===== src/rtl/uart_tx_arbiter.sv =====
// Round-robin arbiter that lets NREQ byte sources share one UART transmitter.
// An owner keeps the transmitter for a whole packet unless it idles past HOLD_TIMEOUT.
module uart_tx_arbiter #(
  parameter int NREQ         = 4,
  parameter int DBIT         = 8,
  parameter int HOLD_TIMEOUT = 255
) (
  input  logic                     clk,
  input  logic                     reset,
  input  logic [NREQ-1:0]          req_valid,
  input  logic [NREQ*DBIT-1:0]     req_data,
  input  logic [NREQ-1:0]          req_last,
  output logic [NREQ-1:0]          req_ready,
  output logic                     tx_start,
  output logic [DBIT-1:0]          d_tx,
  input  logic                     tx_done,
  output logic [$clog2(NREQ)-1:0]  grant_id,
  output logic                     busy,
  output logic                     timeout_err
);

  localparam int GW = $clog2(NREQ);
  localparam int CW = $clog2(HOLD_TIMEOUT + 1);

  typedef enum logic [1:0] {IDLE, START, WAIT, HOLD} state_t;

  state_t          state, state_next;
  logic [GW-1:0]   rr_ptr;
  logic [GW-1:0]   rr_winner;
  logic [GW-1:0]   cand;
  logic            rr_found;
  logic [GW-1:0]   sel;
  logic            accept;
  logic            hold_to;
  logic            last_q;
  logic [CW-1:0]   hold_cnt;

  // Search starts one past the previous owner so every requester gets a turn.
  always_comb begin
    // NOTE: every combinational output gets a default first so no path leaves it unassigned (no latch).
    rr_found  = 1'b0;
    rr_winner = '0;
    cand      = '0;
    for (int i = 1; i <= NREQ; i++) begin
      cand = GW'((int'(rr_ptr) + i) % NREQ);
      if (!rr_found && req_valid[cand]) begin
        rr_found  = 1'b1;
        rr_winner = cand;
      end
    end
  end

  always_comb begin
    state_next = state;
    req_ready  = '0;
    accept     = 1'b0;
    sel        = grant_id;
    hold_to    = 1'b0;
    if (!reset) begin
      case (state)
        IDLE: if (rr_found) begin
          accept     = 1'b1;
          sel        = rr_winner;
          state_next = START;
        end
        START: state_next = WAIT;
        WAIT: if (tx_done) state_next = last_q ? IDLE : HOLD;
        HOLD: begin
          // Only the current owner is served; everyone else waits for IDLE.
          if (req_valid[grant_id]) begin
            accept     = 1'b1;
            state_next = START;
          end else if (hold_cnt == CW'(HOLD_TIMEOUT)) begin
            hold_to    = 1'b1;
            state_next = IDLE;
          end
        end
        default: state_next = IDLE;
      endcase
    end
    if (accept) req_ready[sel] = 1'b1;
  end

  assign tx_start    = (state == START);
  assign busy        = (state != IDLE);
  assign timeout_err = hold_to;

  always_ff @(posedge clk or posedge reset) begin
    // NOTE: sequential state uses non-blocking assignments so all registers update together at the edge.
    if (reset) state <= IDLE;
    else       state <= state_next;
  end

  always_ff @(posedge clk or posedge reset) begin
    if (reset) begin
      d_tx     <= '0;
      last_q   <= 1'b0;
      grant_id <= '0;
      rr_ptr   <= GW'(NREQ - 1);
      hold_cnt <= '0;
    end else begin
      if (accept) begin
        d_tx     <= req_data[int'(sel)*DBIT +: DBIT];
        last_q   <= req_last[sel];
        grant_id <= sel;
        hold_cnt <= '0;
      end
      if (state == WAIT && tx_done) begin
        hold_cnt <= '0;
        if (last_q) rr_ptr <= grant_id;
      end
      // The counter stops at HOLD_TIMEOUT because that cycle leaves HOLD.
      if (state == HOLD && !accept) begin
        if (hold_to) rr_ptr   <= grant_id;
        else         hold_cnt <= hold_cnt + 1'b1;
      end
    end
  end

endmodule


===== config.mk =====
export PLATFORM = sky130hd
export DESIGN_NAME = uart_tx_arbiter
export DESIGN_NICKNAME = d
export VERILOG_FILES = /design/src/rtl/uart_tx_arbiter.sv
export SDC_FILE = /design/constraint.sdc
export NUM_CORES = 1
export LEC_CHECK = 0
export CAP_MARGIN = 20
export CORE_MARGIN = 3
export CORE_UTILIZATION = 45
export DETAILED_ROUTE_END_ITERATION = 10
export PLACE_DENSITY = 0.82
export SYNTH_ARGS = -nofsm -noshare
export SYNTH_HDL_FRONTEND = slang
export SYNTH_SLANG_ARGS = --single-unit

===== constraint.sdc =====
create_clock -name clk -period 5.8 [get_ports clk]
set_clock_uncertainty 0.05 [all_clocks]
set_input_delay 1.16 -clock clk [delete_from_list [all_inputs] [get_ports clk]]
set_output_delay 1.16 -clock clk [all_outputs]
set_load 0.01 [all_outputs]

After elaboration in Yosys (flattened, before gate mapping)
Cells that the tools add are included.
{"block": "word_totals", "register_bits": 23, "memories": 0, "word_cells": 88, "inputBits": 43, "mem_bits_rw": 0, "latch_bits": 0, "rom_bits": 0}
{"block": "classes", "order_cmp": 7, "mux": 48, "multipliers": 0, "shifts": 1, "addsub": 5, "reduce_logical": 13, "div_mod_pow": 0, "n_bitwise": 1, "n_eq_ne": 7}
{"cell": "$mux 2", "n": 16}
{"cell": "$mux 8", "n": 4}
{"cell": "$shiftx 32x6->8", "n": 1}
{"cell": "$lt 2x3->1 const B", "n": 6}
{"cell": "$mux 1", "n": 18}
{"cell": "$bmux 1 s2", "n": 6}
{"cell": "$add 8x1->8 const B", "n": 1}
{"cell": "$eq 8x8->1 const B", "n": 1}
{"cell": "$pmux 2 s4", "n": 1}
{"cell": "$logic_and 1x1->1", "n": 6}
{"cell": "$add 2x1->2 const B", "n": 2}
{"cell": "$add 2x2->2 const B", "n": 2}
{"cell": "$eq 2x2->1 const B", "n": 2}
{"cell": "$logic_not 1->1", "n": 4}
{"cell": "$mux 4", "n": 1}
{"cell": "$ne 2x2->1 const B", "n": 2}
{"cell": "$reduce_and 4->1", "n": 1}
{"cell": "$ne 3x3->1 const B", "n": 1}
{"cell": "$demux 1 s2", "n": 1}
{"cell": "$eq 2x1->1 const B", "n": 1}
{"cell": "$ge 2x1->1 const B", "n": 1}
{"cell": "$logic_not 2->1", "n": 1}
{"cell": "$pmux 1 s2", "n": 1}
{"cell": "$reduce_bool 2->1", "n": 1}
{"cell": "$not 1->1", "n": 1}

Depth between registers and ports, before layout
Gate-level depths: netlist (run 1).
{"block": "logic_depth", "word_depth": 21, "ltp_mapped": 9}

Worst setup path before layout (run 1)
No wires, ideal clock.
{"block": "synth_timing", "path_type": "input port to output port", "from": "in reset", "to": "out req_ready[0]", "slack_ns": 1.799, "path_buffers": 1, "arrival_time_ns": 2.791, "cell_stages": 6, "required_time_ns": 4.590, "path_cell_list": "inv_1 > nand3_1 > a21o_1 > or2_2 > clkbuf_1 > nor2_1"}
{"block": "synth_between", "elab_chain_len": 6, "elab_cells_between_ends": 8, "classes_between": "order compare (2); mux (5); reduce/logical (1)"}
{"item": "start, declared", "line": "9", "text": "input logic reset,"}
{"item": "$mux 2", "line": "59", "text": "if (!reset) begin"}
{"item": "$lt 2x3->1 (implied by the code) / $ge 2x1->1 (equally long branches)", "line": "81", "text": "if (accept) req_ready[sel] = 1'b1;"}
{"item": "$logic_and 1x1->1 (implied by the code)", "line": "81"}
{"item": "$mux 1 (implied by the code)", "line": "81"}
{"item": "$demux 1 s2", "line": "81"}
{"item": "$mux 4 (*)", "line": "81"}
{"item": "end, declared", "line": "13", "text": "output logic [NREQ-1:0] req_ready,"}
Mark *: on every way between the ends. The rest lies on a longest branch, timed or not.

Final worst setup path (run 1)
{"block": "layout_timing", "from": "in req_valid[2]", "to": "out req_ready[3]"}
{"block": "layout_between", "elab_chain_len": 20, "elab_cells_between_ends": 37, "classes_between": "order compare (2); mux (28); reduce/logical (7)"}
{"item": "start, declared", "line": "10", "text": "input logic [NREQ-1:0] req_valid,"}
{"item": "$bmux 1 s2", "line": "46", "text": "if (!rr_found && req_valid[cand]) begin"}
{"item": "$mux 1 (implied by the code)", "line": "46"}
{"item": "$mux 1", "line": "46"}
{"item": "$logic_not 1->1", "line": "46"}
{"item": "$logic_and 1x1->1", "line": "46"}
{"item": "$mux 1", "line": "46"}
{"item": "$logic_not 1->1", "line": "46"}
{"item": "$logic_and 1x1->1", "line": "46"}
{"item": "[4 not listed]"}
{"item": "$mux 2", "line": "61", "text": "IDLE: if (rr_found) begin"}
{"item": "$mux 2", "line": "60", "text": "case (state)"}
{"item": "$mux 2", "line": "59"}
{"item": "$lt 2x3->1 (implied by the code) / $ge 2x1->1 (equally long branches)", "line": "81"}
{"item": "$logic_and 1x1->1 (implied by the code)", "line": "81"}
{"item": "$mux 1 (implied by the code)", "line": "81"}
{"item": "$demux 1 s2", "line": "81"}
{"item": "$mux 4 (*)", "line": "81"}
Mark *: on every way between the ends. The rest lies on a longest branch, timed or not. The select of a mux whose other input is x is not followed.

==> out/qor.yml, run 1 <==
synthesis:
  ys_seq_elements: 23
  synthFlopType: "dfrtp_1"
  syn_inst: 160
  synth_edf_count: 0
  yosys_warnings: 0
  syn_area_per_cell_um2: 9.580
  synth_nets: 209
  syn_area_mm2: 0.001533
  async_flop_share_pct: 100.0
  yosysSeqAreaShare_pct: 37.71
  synth.distinct_cells: 38
run:
  maxCapViolCount: 0
final_layout:
  diodes: 0
  drive_above_1_share_pct: 8.636
  syn2layout_area_growth_pct: 43.75
  nFillCells: 244
  post-route-cell-area_mm2: 0.002203
  nets: 270
worst_hold_path:
  min_path_cells: 2
  hold_path_class: "reg2reg"
grt:
  grt_pass1_vias: 1555
  track_usage_pct: 20.85
  grt_max_degree: 26
  antenna_found_initial: 0
  grt_pass1_wl_um: 6817
  grt_overflow: 0
clocking:
  postCtsSetupBuffers: 0
  cts_hold_buf: 0
  cts_max_level: 1
  cts_buffers: 3
  clk_pin_slew_ps: 130
  insertion_delay_ps: 320
  clkSinkCount: 23
  clk_path_buf_depth: 2
  cts_resized: 0
  cts_root_buffer: "clkbuf_4"
  cts_tree: "done"
power:
  power_w: 0.0008684
  vdd_drop_max_mv: 0.1956
  leakage_nw: 0.9246
  p_per_area_mw_per_mm2: 394.1
worst_setup_path:
  crit_arrival_ps: 4000
  crit_type: "in2out"
  worst-r2r-cell-count: 7
  path_max_fanout: 12
  crit_required_ps: 4590
  endpoint_kind: "primary output"
  startpoint_type: "input pin"
timing:
  finalMaxSlewViolations: 0
  tns_ps: 0
  rsz0062_at_grt: "no"
  max_freq_ghz: 0.1920
  hold_ws_ps: 458.1
  setup-violations-final: 0
  relSlewSlack_pct: 57.17
  period_minus_slack_ps: 5208
  worst_pin_slew_ps: 642.4
  worst_slack_ps: 592.0
  hold_violations: 0
  period_share_pct: 89.79
placed_design:
  place_hpwl_um: 3272
  place_area_mm2: 0.002176
  gp_congestion: 0.8967
  dp_slack_ps: 625.8
  portBuffers: 59
floorplan:
  fp.dieW_um: 64.36
  rows: 20
  pin_count: 60
  core-area_mm2: 0.003153
  design.die.area_mm2: 0.004142
  start_util_pct: 48.61
  die_y_um: 64.36
drt:
  first_pass_iters: 4
  ant_nets: 0
  initialDrtViolationCount: 105
  wirelength_um: 4037
  drc: 0
  vias: 1499
  post_drt_wl_per_cell_um: 15.29
  via_per_inst: 5.678
status:
  status: "complete, no violations"
-- cells by family (layout without fill, tap and decap cells) --
kind of cell    after synthesis  after routing  synth area share [%]
simple gates                 57             57                 19.02
compound gates               33             33                 16.25
mux                          25             25                 17.31
flops                        23             23                 37.71
buf+inv                      14             74                 3.673
xor+xnor                      2              2                 1.143
fa+ha+maj                     6              6                 4.898
-- cell type report --
type,instances,area [um^2],share of cell area [%]
Timing Repair Buffer,61,605.6,27.48
Tap cell,44,55.05,2.499
Clock inverter,1,5.005,0.2271
Sequential cell,23,578.1,26.24
Multi-Input combinational cell,123,903.4,41.00
Inverter,9,33.78,1.533
Clock buffer,3,22.52,1.022
-- placed cells by master, fill, tap and decap left out, types with 2 or more instances in the layout --
cell / instances
nand2b_1: 4
inv_1: 8
dfrtp_1: 21
o221ai_1: 9
xor2_1: 2
and2_1: 2
a221oi_1: 2
or2_2: 3
dfstp_2: 2
nor4_1: 2
a21oi_1: 7
clkdlybuf4s50_1: 59
buf_4: 2
mux2i_1: 22
nor2_1: 9
nand2_1: 20
o21ai_0: 6
and3b_1: 2
ha_1: 6
clkbuf_4: 3
mux2_2: 2
a31oi_1: 2
nand3_1: 8
-- worst paths after layout --
| kind | slack, ps | startpoint | end |
|---|---|---|---|
| worst max register to register | 3200 | state[0]$_DFFE_PP0P_ | d_tx[7]$_DFFE_PP0P_ |
| max in group asynchronous | 4120 | reset | rr_ptr[0]$_DFF_PP1_ |
| worst max-delay path | 590 | req_valid[2] | req_ready[3] |
| worst min register to register | 460 | d_tx[4]$_DFFE_PP0P_ | d_tx[4]$_DFFE_PP0P_ |
| min in group asynchronous | 1280 | reset | state[0]$_DFFE_PP0P_ |
| worst min-delay path | 460 | d_tx[4]$_DFFE_PP0P_ | d_tx[4]$_DFFE_PP0P_ |
-- synth_stat cells, types with 2 or more instances --
| master | number | area [um^2] |
|---|---|---|
| mux2i_1 | 22 | 220.2 |
| dfrtp_1 | 21 | 525.5 |
| nand2_1 | 20 | 75.07 |
| nor2_1 | 9 | 33.78 |
| o221ai_1 | 9 | 78.83 |
| inv_1 | 8 | 30.03 |
| nand3_1 | 8 | 40.04 |
| a21oi_1 | 7 | 35.03 |
| ha_1 | 6 | 75.07 |
| o21ai_0 | 6 | 30.03 |
| nand2b_1 | 4 | 25.02 |
| buf_2 | 3 | 15.01 |
| or2_2 | 3 | 18.77 |
| a221oi_1 | 2 | 17.52 |
| a31oi_1 | 2 | 12.51 |
| and2_1 | 2 | 12.51 |
| and3b_1 | 2 | 17.52 |
| clkbuf_1 | 2 | 7.510 |
| dfstp_2 | 2 | 52.55 |
| mux2_2 | 2 | 22.52 |
| nor4_1 | 2 | 12.51 |
| xor2_1 | 2 | 17.52 |
-- critical path: stages --
cell and delay (ps):
clkdlybuf4s50_1 610, mux4_2 370, nand3_1 110, a21oi_1 550, nand2_1 420, nor2_1 210
clkdlybuf4s50_1 550
-- registers in the layout, summed over array words and instances, names as in the netlist --
register  flops
d_tx          8
hold_cnt      8
grant_id      2
rr_ptr        2
state         2
last_q        1
-- metal layers --
metal	share of wire, %	wire (um)	vias to the layer above	global-route usage, %
met3	9.9	400	11	7.030
met1	40	1612	690	24.23
met2	48	1925	88	34.28
met4	2.4	98	0	10.03
li1	-	-	710	-
met5	0	0	-	0
-- per-stage QoR --
stage	util, %	cells
2_1_floorplan	-	160
3_3_place_gp	69.01	260
3_5_place_dp	69.01	260
4_1_cts	69.88	264
5_1_grt	69.88	264
6_report	69.88	264
-- where the power goes --
group          leakage (nW)  switching [W]  internal [W]
clock                0.0177      0.0000475     0.0000258
combinational         0.614       0.000257      0.000256
sequential            0.292      0.0000591      0.000222
(Power assumes the default switching activity.)
==> run 2, diff against run 1 <==
--- a/config.mk
+++ b/config.mk
@@ -7,9 +7,9 @@
 export LEC_CHECK = 0
 export CAP_MARGIN = 20
 export CORE_MARGIN = 3
-export CORE_UTILIZATION = 45
+export CORE_UTILIZATION = 44
 export DETAILED_ROUTE_END_ITERATION = 10
-export PLACE_DENSITY = 0.82
+export PLACE_DENSITY = 0.81
 export SYNTH_ARGS = -nofsm -noshare
 export SYNTH_HDL_FRONTEND = slang
 export SYNTH_SLANG_ARGS = --single-unit
==> constraint.sdc (replaced) <==
create_clock -name clk -period 5.1 [get_ports clk]
set_clock_uncertainty 0.05 [all_clocks]
set_input_delay 1.02 -clock clk [delete_from_list [all_inputs] [get_ports clk]]
set_output_delay 1.02 -clock clk [all_outputs]
set_load 0.01 [all_outputs]
==> run 2 against run 1 <==
Net effect:
- global-route usage about the same
- critical endpoint is now req_ready[1]
- via count up 0.33%
- combinational power up 17%
- sequential cell count stayed put
- hold slack worse by 8.7 ps
- total power up 15%
- critical path type unchanged
- critical path depth rose by 1
- sequential power grew 12%
==> out/qor.yml, run 2 (synthesis results as in run 1) <==
status:
  status: "complete, no violations"
timing:
  finalMaxSlewViolations: 0
  max_freq_ghz: 0.2214
  tns_ps: 0
  hold_violations: 0
  worst_pin_slew_ps: 555.7
  setup-violations-final: 0
  relSlewSlack_pct: 62.95
  period_minus_slack_ps: 4517
  rsz0062_at_grt: "no"
  period_share_pct: 88.57
grt:
  grt_overflow: 0
  grt_pass1_wl_um: 6941
  grt_pass1_vias: 1552
  grt_max_degree: 26
  antenna_found_initial: 0
  track_usage_pct: 20.83
drt:
  wirelength_um: 3940
  drc: 0
  via_per_inst: 5.633
  wl_met2_um: 1912
  post_drt_wl_per_cell_um: 14.76
  met1_length_um: 1659
  initialDrtViolationCount: 79
  wl_met3_um: 318
  vias: 1504
  ant_nets: 0
  first_pass_iters: 4
  top_layer: "met4"
final_layout:
  final_util_pct: 70.00
  syn2layout_area_growth_pct: 45.14
  drive_above_1_share_pct: 9.417
  mostFrequentLayoutCells: "59 x clkdlybuf4s50_1, 22 x mux2i_1, 21 x dfrtp_1"
  nets: 273
  layout_commonest_cell: "clkdlybuf4s50_1"
  reg.largest.list: "d_tx (8), hold_cnt (8)"
  post-route-cell-area_mm2: 0.002225
  diodes: 0
worst_setup_path:
  worst-r2r-cell-count: 8
  crit_required_ps: 4030
  r2r_slack_ps: 2780
  crit_arrival_ps: 3450
  cp-startpoint: "req_valid[2]"
  endpoint_kind: "primary output"
  startpoint_type: "input pin"
  path_max_fanout: 12
  crit_type: "in2out"
  r2r-end: "d_tx[5]$_DFFE_PP0P_"
  rr_startpoint: "state[0]$_DFFE_PP0P_"
placed_design:
  place_area_mm2: 0.002198
  gp_congestion: 0.8883
  portBuffers: 59
  place_hpwl_um: 3132
power:
  leakage_nw: 0.9365
  vdd_drop_max_mv: 0.2305
  p_per_area_mw_per_mm2: 450.1
clocking:
  cts_max_level: 1
  insertion_delay_ps: 310
  cts_buffers: 3
  cts_resized: 0
  cts_tree: "done"
  cts_root_buffer: "clkbuf_4"
  clk_path_buf_depth: 2
  postCtsSetupBuffers: 0
  clk_pin_slew_ps: 130
  cts_hold_buf: 0
  clkSinkCount: 23
floorplan:
  core-area_mm2: 0.003178
  start_util_pct: 48.23
  design.die.area_mm2: 0.004228
  pin_count: 60
  fp.dieW_um: 65.02
  rows: 20
  die_y_um: 65.02
worst_hold_path:
  hold_path_class: "reg2reg"
  min_to: "d_tx[3]$_DFFE_PP0P_"
  worstHoldStart: "d_tx[3]$_DFFE_PP0P_"
  min_path_cells: 2
run:
  maxCapViolCount: 0
run 2: power breakdown:
part	switching (W)	internal, W	leakage, nW	total (W)
registers	0.0000635	0.000253	0.292	0.000316
logic	0.000292	0.000306	0.629	0.000598
clock network	0.0000560	0.0000306	0.0150	0.0000865
run 2: critical path, cell delays in order:
cell	delay (ps)
clkdlybuf4s50_1	600
mux4_2	380
nand3_1	110
a21oi_1	160
buf_4	160
nand2_1	270
nor2_1	200
clkdlybuf4s50_1	550
run 2: worst max-delay path by stage:
stage	cells after the start	end	slack, ps
2_1_floorplan	6	req_ready[0]	1380
3_3_place_gp	8	req_ready[1]	660
3_5_place_dp	8	req_ready[1]	590
4_1_cts	8	req_ready[1]	590
5_1_grt	8	req_ready[3]	430
6_report	8	req_ready[1]	580
run 2: final cells by class:
class,instances,area [um^2]
Timing Repair Buffer,64,628.1
Multi-Input combinational cell,123,903.4
Sequential cell,23,578.1
Tap cell,44,55.05
Clock buffer,4,26.28
Inverter,9,33.78
Fill cell,260,953.4
run 2: through the flow:
step,hold slack [ps],power [W],worst slack (ps),std cells
finish,449.4,0.001001,582.8,267
CTS,452.8,0.001006,590.6,267
global placement,423.9,0.0008950,663.7,263
detailed placement,424.7,0.0009183,590.8,263
global route,485.5,0.001087,425.3,267
floorplan,398.9,0.0006814,1379,160
run 2: routing by layer:
metal | track usage, % | vias up
met4 | 6.218 | 0
li1 | - | 717
met5 | 0 | -
met1 | 25.14 | 713
met3 | 5.546 | 4
met2 | 36.14 | 70
==> run 3, diff against run 2 <==
--- a/config.mk
+++ b/config.mk
@@ -5,7 +5,7 @@
 export SDC_FILE = /design/constraint.sdc
 export NUM_CORES = 1
 export LEC_CHECK = 0
-export CAP_MARGIN = 20
+export CAP_MARGIN = 5
 export CORE_MARGIN = 3
 export CORE_UTILIZATION = 44
 export DETAILED_ROUTE_END_ITERATION = 10
==> constraint.sdc (replaced) <==
create_clock -name clk -period 4.4 [get_ports clk]
set_clock_uncertainty 0.05 [all_clocks]
set_input_delay 0.88 -clock clk [delete_from_list [all_inputs] [get_ports clk]]
set_output_delay 0.88 -clock clk [all_outputs]
set_load 0.01 [all_outputs]
==> run 3 against run 2 <==
Net effect:
- via count is 2.0% higher
- sequential share of layout area is 0.087 points lower
- register-to-register slack worse by 780 ps
- largest power group unchanged
- critical path type unchanged
- sequential power is 16% higher
==> out/qor.yml, run 3 (synthesis results as in run 1) <==
power:
  vdd_drop_max_mv: 0.2980
  p_per_area_mw_per_mm2: 518.7
  leakage_nw: 0.9407
worst_setup_path:
  crit_type: "in2out"
  rr_startpoint: "grant_id[1]$_DFFE_PP0P_"
  worst-r2r-cell-count: 6
  cpPeakStageDelay_ps: 550
  endpoint_kind: "primary output"
  r2r_slack_ps: 2000
  path_cells: "clkdlybuf4s50_1 > nor4_1 > or2_2 > o21ai_0 > or2_2 > nor2_1 > clkdlybuf4s50_1"
  slowest_stage: "clkdlybuf4s50_1"
  startpoint_type: "input pin"
  crit_required_ps: 3470
  path_max_fanout: 11
  r2r-end: "hold_cnt[2]$_DFF_PP0_"
  crit_arrival_ps: 3250
clocking:
  cts_root_buffer: "clkbuf_4"
  clkSinkCount: 23
  clk_path_buf_depth: 2
  cts_tree: "done"
  cts_max_level: 1
  postCtsSetupBuffers: 0
  clk_pin_slew_ps: 120
  cts_resized: 0
  insertion_delay_ps: 310
  cts_hold_buf: 0
  cts_buffers: 3
drt:
  top_layer: "met4"
  wl_met2_um: 1860
  wl_met3_um: 403
  post_drt_wl_per_cell_um: 15.01
  met1_length_um: 1673
  wirelength_um: 4022
  initialDrtViolationCount: 71
  first_pass_iters: 4
  ant_nets: 0
  vias: 1534
  drc: 0
  via_per_inst: 5.724
grt:
  grt_overflow: 0
  grt_pass1_vias: 1517
  grt_max_degree: 26
  track_usage_pct: 21.12
  antenna_found_initial: 0
  grt_pass1_wl_um: 7024
final_layout:
  post-route-cell-area_mm2: 0.002232
  regArea_um2: 578.1
  nFillCells: 264
  multi_input_area_um2: 903.4
  syn2layout_area_growth_pct: 45.63
  nets: 274
  final_util_pct: 70.24
  drive_above_1_share_pct: 9.821
  layout_commonest_cell: "clkdlybuf4s50_1"
  reg.largest.list: "d_tx (8), hold_cnt (8)"
  mostFrequentLayoutCells: "59 x clkdlybuf4s50_1, 22 x mux2i_1, 21 x dfrtp_1"
  diodes: 0
timing:
  tns_ps: 0
  max_freq_ghz: 0.2394
  finalMaxSlewViolations: 0
  hold_violations: 0
  setup-violations-final: 0
  rsz0062_at_grt: "no"
  worst_pin_slew_ps: 571.5
  period_share_pct: 94.94
  period_minus_slack_ps: 4177
  relSlewSlack_pct: 61.77
placed_design:
  place_hpwl_um: 3182
  place_area_mm2: 0.002206
  portBuffers: 59
  gp_congestion: 0.8281
floorplan:
  design.die.area_mm2: 0.004228
  pin_count: 60
  fp.dieW_um: 65.02
  start_util_pct: 48.23
  die_y_um: 65.02
  rows: 20
  core-area_mm2: 0.003178
worst_hold_path:
  worstHoldStart: "hold_cnt[7]$_DFF_PP0_"
  hold_path_class: "reg2reg"
  min_to: "hold_cnt[7]$_DFF_PP0_"
  min_path_cells: 1
run:
  maxCapViolCount: 0
status:
  status: "complete, no violations"
## run 3: layout make-up
cell class              count  share of cell area, %
clock buffers               4                  1.177
inverters                   9                  1.513
multi-input cells         123                  40.47
flip-flops and latches     23                  25.90
well taps                  44                  2.466
repair buffers             65                  28.48
## run 3: layer usage
metal  GRT usage [%]  vias up
met4           8.290        0
met2           33.72       85
met1           26.12      716
li1                -      721
met5               0        -
met3           7.279       12
## run 3: power by group
group | switching (W) | internal (W) | total [W]
sequential | 0.0000735 | 0.000293 | 0.000367
clock | 0.0000633 | 0.0000353 | 0.0000986
combinational | 0.000339 | 0.000354 | 0.000693
## run 3: metrics by stage
| step | total power [W] | cells | setup slack, ps | hold slack (ps) |
|---|---|---|---|---|
| 2_1_floorplan | 0.0007897 | 160 | 959.0 | 398.9 |
| 3_3_place_gp | 0.001039 | 264 | 298.0 | 423.6 |
| 3_5_place_dp | 0.001062 | 264 | 247.4 | 427.3 |
| 4_1_cts | 0.001162 | 268 | 241.2 | 452.9 |
| 5_1_grt | 0.001251 | 268 | 56.50 | 478.7 |
| 6_report | 0.001158 | 268 | 222.5 | 444.9 |
## run 3: critical path, delay by kind of cell
kind | cells | cell delay, ps
AO/OA/AOI/OAI | 1 | 120
buffers and inverters | 2 | 1050
AND/OR/NAND/NOR | 4 | 1200
## run 3: worst max path at each step
stage / startpoint / endpoint / slack (ps) / depth (start not counted)
after floorplan: reset / req_ready[0] / 960 / 6
after global placement: req_valid[2] / req_ready[0] / 300 / 7
after detailed placement: req_valid[2] / req_ready[2] / 250 / 7
after CTS: req_valid[2] / req_ready[0] / 240 / 7
after global routing: req_valid[2] / req_ready[0] / 60 / 7
final: req_valid[1] / req_ready[2] / 220 / 7
